--- src/rtl/clock_digit_scanner_if.sv ---
// Display bus between the timekeeper and the digit scanner: the HH:MM digits
// and blink/colon controls flow in, and the multiplexed pin drive flows out.
// master = timekeeper/board side, slave = clock_digit_scanner.
interface clock_digit_scanner_if;
  logic [1:0] H1;
  logic [3:0] H2;
  logic [2:0] M1;
  logic [3:0] M2;
  logic       blink_h;
  logic       blink_m;
  logic       colon_en;
  logic [3:0] an;
  logic [6:0] seg;
  logic       dp;

  modport master (output H1, H2, M1, M2, blink_h, blink_m, colon_en,
                  input  an, seg, dp);
  modport slave  (input  H1, H2, M1, M2, blink_h, blink_m, colon_en,
                  output an, seg, dp);
endinterface

--- src/rtl/clock_digit_scanner.sv ---
// Time-multiplexed 4-digit seven-segment driver for an HH:MM clock.
// Round-robin digit scan with an anti-ghosting blank at the start of every
// slot, field blinking during adjust, and the colon on digit 2's dp.
// All pin outputs are registered (1-cycle latency, active-low).
// Optional macro DISP_LZ_BLANK_EN: blank the hours-tens digit when it is 0.
module clock_digit_scanner #(
  parameter int REFRESH_DIV = 100000,
  parameter int BLANK_CYC   = 1000,
  parameter int BLINK_DIV   = 25000000
) (
  input logic                 clk,
  input logic                 rst,
  clock_digit_scanner_if.slave dsp
);

  localparam int PW = (REFRESH_DIV > 1) ? $clog2(REFRESH_DIV) : 1;
  localparam int BW = (BLINK_DIV   > 1) ? $clog2(BLINK_DIV)   : 1;

  localparam logic [PW-1:0] P_LAST  = PW'(REFRESH_DIV - 1);
  localparam logic [PW-1:0] P_BLANK = PW'(BLANK_CYC);
  localparam logic [BW-1:0] B_LAST  = BW'(BLINK_DIV - 1);

  localparam logic [6:0] SEG_OFF  = 7'b1111111;
  localparam logic [6:0] SEG_DASH = 7'b0111111;

  logic [PW-1:0] pcnt_q, pcnt_d;
  logic [1:0]    idx_q, idx_d;
  logic [BW-1:0] bcnt_q, bcnt_d;
  logic          phase_q, phase_d;
  logic [3:0]    an_q, an_d;
  logic [6:0]    seg_q, seg_d;
  logic          dp_q, dp_d;

  logic [3:0] digit;
  logic [6:0] seg_dec;
  logic       ghost, fblank, lz_blank;

  // Refresh prescaler/digit index and the free-running blink phase
  always_comb begin
    pcnt_d  = pcnt_q + 1'b1;
    idx_d   = idx_q;
    bcnt_d  = bcnt_q + 1'b1;
    phase_d = phase_q;
    if (pcnt_q == P_LAST) begin
      pcnt_d = '0;
      idx_d  = idx_q + 2'd1;
    end
    if (bcnt_q == B_LAST) begin
      bcnt_d  = '0;
      phase_d = ~phase_q;
    end
  end

  // Select the digit for the current slot and decode it to segments
  always_comb begin
    digit = 4'd0;
    case (idx_q)
      2'd0: digit = dsp.M2;
      2'd1: digit = {1'b0, dsp.M1};
      2'd2: digit = dsp.H2;
      2'd3: digit = {2'b00, dsp.H1};
      default: digit = 4'd0;
    endcase
    seg_dec = SEG_DASH;
    case (digit)
      4'd0: seg_dec = 7'b1000000;
      4'd1: seg_dec = 7'b1111001;
      4'd2: seg_dec = 7'b0100100;
      4'd3: seg_dec = 7'b0110000;
      4'd4: seg_dec = 7'b0011001;
      4'd5: seg_dec = 7'b0010010;
      4'd6: seg_dec = 7'b0000010;
      4'd7: seg_dec = 7'b1111000;
      4'd8: seg_dec = 7'b0000000;
      4'd9: seg_dec = 7'b0010000;
      default: seg_dec = SEG_DASH;
    endcase
  end

  // Pin drive: ghost blank overrides everything; field/leading-zero blanking
  // only kills segments so the anode duty cycle stays constant
  always_comb begin
    ghost    = (pcnt_q < P_BLANK);
    fblank   = ~phase_q & ((dsp.blink_h & idx_q[1]) | (dsp.blink_m & ~idx_q[1]));
`ifdef DISP_LZ_BLANK_EN
    lz_blank = (idx_q == 2'd3) && (dsp.H1 == 2'd0);
`else
    lz_blank = 1'b0;
`endif
    an_d  = ghost ? 4'b1111 : ~(4'b0001 << idx_q);
    seg_d = (ghost | fblank | lz_blank) ? SEG_OFF : seg_dec;
    // colon ignores field blinking; it only follows the blink phase
    dp_d  = ~((idx_q == 2'd2) & ~ghost & dsp.colon_en & phase_q);
  end

  // State and output registers; reset aborts any slot in progress
  always_ff @(posedge clk or negedge rst) begin
    if (!rst) begin
      pcnt_q  <= '0;
      idx_q   <= 2'd0;
      bcnt_q  <= '0;
      phase_q <= 1'b1;
      an_q    <= 4'b1111;
      seg_q   <= SEG_OFF;
      dp_q    <= 1'b1;
    end else begin
      pcnt_q  <= pcnt_d;
      idx_q   <= idx_d;
      bcnt_q  <= bcnt_d;
      phase_q <= phase_d;
      an_q    <= an_d;
      seg_q   <= seg_d;
      dp_q    <= dp_d;
    end
  end

  assign dsp.an  = an_q;
  assign dsp.seg = seg_q;
  assign dsp.dp  = dp_q;

endmodule

--- src/flat_wrapper.sv ---
// flat-port wrapper written by rule: the top's interface ports become plain ports
module clock_digit_scanner_flat 
#(
  parameter int REFRESH_DIV = 100000,
  parameter int BLANK_CYC   = 1000,
  parameter int BLINK_DIV   = 25000000
)
  (clk, rst, dsp_H1, dsp_H2, dsp_M1, dsp_M2, dsp_blink_h, dsp_blink_m, dsp_colon_en, dsp_an, dsp_seg, dsp_dp);
  clock_digit_scanner_if dsp_i ();
  input logic clk;
  input logic rst;
  input wire logic [$bits(dsp_i.H1)-1:0] dsp_H1;
  input wire logic [$bits(dsp_i.H2)-1:0] dsp_H2;
  input wire logic [$bits(dsp_i.M1)-1:0] dsp_M1;
  input wire logic [$bits(dsp_i.M2)-1:0] dsp_M2;
  input wire logic [$bits(dsp_i.blink_h)-1:0] dsp_blink_h;
  input wire logic [$bits(dsp_i.blink_m)-1:0] dsp_blink_m;
  input wire logic [$bits(dsp_i.colon_en)-1:0] dsp_colon_en;
  output wire logic [$bits(dsp_i.an)-1:0] dsp_an;
  output wire logic [$bits(dsp_i.seg)-1:0] dsp_seg;
  output wire logic [$bits(dsp_i.dp)-1:0] dsp_dp;
  assign dsp_i.H1 = dsp_H1;
  assign dsp_i.H2 = dsp_H2;
  assign dsp_i.M1 = dsp_M1;
  assign dsp_i.M2 = dsp_M2;
  assign dsp_i.blink_h = dsp_blink_h;
  assign dsp_i.blink_m = dsp_blink_m;
  assign dsp_i.colon_en = dsp_colon_en;
  assign dsp_an = dsp_i.an;
  assign dsp_seg = dsp_i.seg;
  assign dsp_dp = dsp_i.dp;
  clock_digit_scanner #(.REFRESH_DIV(REFRESH_DIV), .BLANK_CYC(BLANK_CYC), .BLINK_DIV(BLINK_DIV)) u_core (.clk(clk), .rst(rst), .dsp(dsp_i));
endmodule
--- config.mk ---
export PLATFORM = sky130hd
export DESIGN_NAME = clock_digit_scanner_flat
export DESIGN_NICKNAME = d
export VERILOG_FILES = /design/src/rtl/clock_digit_scanner_if.sv /design/src/rtl/clock_digit_scanner.sv /design/src/flat_wrapper.sv
export SDC_FILE = /design/constraint.sdc
export NUM_CORES = 1
export LEC_CHECK = 0
export ABC_CLOCK_PERIOD_IN_PS = 1800
export BUFFER_PORTS_ARGS = -buffer_cell sky130_fd_sc_hd__buf_2
export CORE_ASPECT_RATIO = 0.5
export CORE_MARGIN = 2
export CORE_UTILIZATION = 35
export CTS_CLUSTER_SIZE = 25
export DETAILED_ROUTE_END_ITERATION = 7
export MAX_ROUTING_LAYER = met4
export SLEW_MARGIN = 30
export SYNTH_ARGS = -nofsm -noshare
export SYNTH_HDL_FRONTEND = slang
export SYNTH_SLANG_ARGS = --single-unit
--- constraint.sdc ---
create_clock -name clk -period 1.8 [get_ports clk]
set_input_delay 0.09 -clock clk [delete_from_list [all_inputs] [get_ports clk]]
set_output_delay 0.09 -clock clk [all_outputs]
set_load 0.1 [all_outputs]
==> results.json <==
{
  "status": "complete, but fails checks",
  "violations": "setup timing",
  "ant_nets": 0,
  "critical_path_class": "register to register",
  "grt_start_max_net_pins": 21,
  "die_area_um2": 8920,
  "ys_types": 46,
  "fin_nets": 357,
  "final_util": 0.468,
  "layout-drive-gt1-share": 0.347,
  "hp-class": "primary input to async pin",
  "p_per_area_nw_per_um2": 811,
  "rows": 23,
  "synth_seq_cells": 57,
  "pin_count": 30,
  "clk_pin_slew_worst_paths_ns": 0.05,
  "yosysSeqAreaShare": 0.507,
  "syn_to_final_growth_pct": 30.4,
  "antenna_cells": 0,
  "cts_root_buf": "clkbuf_16",
  "core_area_um2": 7940,
  "grt_overflow": 0,
  "post-place-cells": 424,
  "setup_slack_ns": -0.0668,
  "final_area_um2": 3710,
  "vias_per_cell": 5.04,
  "firstDrtPassIters": 5,
  "drc": 0,
  "max_freq_ghz": 0.536,
  "reg2reg_from": "u_core.idx_q[0]",
  "grt_pass1_wl_um": 10100,
  "synth-edff-count": 0,
  "critPathCapture": "u_core.dsp.seg[4]",
  "htree_levels": 3,
  "ys_warn_count": 0,
  "antenna_found_initial": 0,
  "globalplace.congestion": 0.809,
  "maxSlewViolCount": 0,
  "rsz0062_at_grt": "yes",
  "clock_path_buffers": 2,
  "async_reset_ff_frac": 1.00,
  "grt_pass1_vias": 2131,
  "crit_start": "u_core.idx_q[0]",
  "required_ns": 2.03,
  "avgSynthCellArea_um2": 10.6,
  "ir_worst_vdd_v": 0.000462,
  "tns_ns": -0.395,
  "syn_area_um2": 2850,
  "clock_latency_ns": 0.32,
  "cts.sinks": 57,
  "hold_violations": 0,
  "cts_tree": "yes",
  "gr-usage-all-layers": 0.151,
  "r2r-end": "u_core.dsp.seg[4]",
  "start_util": 0.359,
  "place.port_buffers": 29,
  "slew_headroom": 0.661,
  "fin_crit_ns": 1.87,
  "layout.cells.non_filler": 446,
  "worst_slew_pin_slew_ns": 0.505,
  "setup_viol": 7,
  "die_h_um": 67.8,
  "fin_crit_sh": 1.04,
  "leakagePower_nw": 1.58,
  "numCtsBuffers": 9,
  "synth_cells": 268,
  "path_max_fanout": 5,
  "cp-end-kind": "register",
  "crit_path_start_kind": "register",
  "finalClockSkew_ns": 0.00679,
  "crit_arrival_ns": 2.10,
  "postSynthNetCount": 296,
  "wire_per_inst_um": 14.2,
  "rr_worst_depth": 8,
  "fin_total_pwr_mw": 3.01,
  "cap_viol_max_count": 0,
  "drt_first_iter_violations": 152,
  "dr_total_vias": 2248,
  "synth-main-ff-cell": "dfrtp_1",
  "fp.dieW_um": 132,
  "wl_um": 6320,
  "place_area_um2": 3250,
  "dp_hpwl_um": 4320,
  "r2r_slack_ns": -0.07
}
-- final cells by class --
| type | instances | area, µm² |
|---|---|---|
| fillers | 746 | 4230 |
| well taps | 112 | 140 |
| inverters | 7 | 28.8 |
| clock inverters | 2 | 10.0 |
| repair buffers | 56 | 357 |
| clock buffers | 14 | 284 |
| flip-flops and latches | 57 | 1450 |
| multi-input cells | 198 | 1450 |
-- critical path, stage by stage, from the launching register on --
cell      delay (ns)
dfrtp_2         0.44
inv_4           0.07
ha_4            0.18
a222oi_1        0.39
mux2i_2         0.19
inv_2           0.12
ha_2            0.19
and3_1          0.15
o21ai_1         0.07
-- registers in the layout, summed over array words and instances (netlist names) --
signal and count:
u_core.bcnt_q 25, u_core.dsp.an 4, u_core.dsp.dp 1, u_core.dsp.seg 7, u_core.idx_q 2, u_core.pcnt_q 17
u_core.phase_q 1
-- worst min path at each step --
stage / start / end / slack [ns] / depth (start not counted)
floorplan: rst / u_core.bcnt_q[0] / -0.21 / 0
global placement: rst / u_core.pcnt_q[11] / 0.05 / 1
detailed placement: rst / u_core.pcnt_q[11] / 0.06 / 1
CTS: rst / u_core.pcnt_q[7] / 0.25 / 2
global route: rst / u_core.pcnt_q[7] / 0.29 / 2
finish: rst / u_core.pcnt_q[7] / 0.24 / 2
-- synthesized netlist by cell type (3+ instances only) --
cell type	number	area [µm²]
a21oi_1	12	60.1
and2_1	4	25.0
and3_1	4	25.0
and4_1	7	61.3
dfrtp_1	44	1100
dfstp_2	13	342
ha_1	10	125
inv_1	7	26.3
mux2i_1	4	40.0
nand2_1	25	93.8
nand3_1	11	55.1
nand4_1	14	87.6
nor2_1	16	60.1
nor2b_1	4	25.0
nor3_1	7	35.0
o21ai_0	13	65.1
o31ai_1	3	22.5
or3_1	4	25.0
or4_1	3	22.5
xnor2_1	17	149
xor2_1	12	105
-- where the power goes --
| group | switching, mW | internal, mW | total, mW |
|---|---|---|---|
| Clock | 0.546 | 1.07 | 1.62 |
| Sequential | 0 | 1.29 | 1.29 |
| Combinational | 0.0645 | 0.0423 | 0.107 |
-- layout by cell type (no fill, tap or decap), drive strengths merged, types with 8 or more instances in the layout --
cell	count
a21oi	12
and4	8
buf	54
clkbuf	14
dfrtp	44
dfstp	13
ha	10
nand2	26
nand3	11
nand4	15
nor2	17
o21ai	13
xnor2	17
xor2	12
-- through the flow --
stage                     hold slack, ns  setup WS (ns)
after CTS                          0.253        -0.0628
after floorplan                   -0.206         0.0128
after detailed placement          0.0580         -0.136
after global placement            0.0494        -0.0410
final                              0.244        -0.0668
after global routing               0.286         -0.134
-- timing repair --
| action | 4_1_cts | 5_1_grt |
|---|---|---|
| endpoints found under the setup margin | 7 | 12 |
| resized for setup | 9 | 26 |
| hold buffers | 2 | 0 |
| setup buffers | 2 | 2 |
| pin swaps | 2 | 5 |
| hold endpoints to repair | 15 | 0 |
| gates cloned | 0 | 0 |
-- layer usage --
metal,wire (µm),GRT usage
met5,0,-
met1,2730,0.173
met2,3270,0.256
met3,244,0.0450
met4,85,0.0625
-- cell families after synthesis --
| kind of cell | Yosys count | synth area share |
|---|---|---|
| adder cells (fa/ha/maj) | 10 | 0.0439 |
| flip-flops | 57 | 0.507 |
| XOR/XNOR | 29 | 0.0892 |
| multiplexers | 5 | 0.0180 |
| buffers and inverters | 13 | 0.0233 |
| AND/OR/NAND/NOR | 113 | 0.230 |
| AO/OA/AOI/OAI | 41 | 0.0892 |
(Power assumes the default switching activity.)
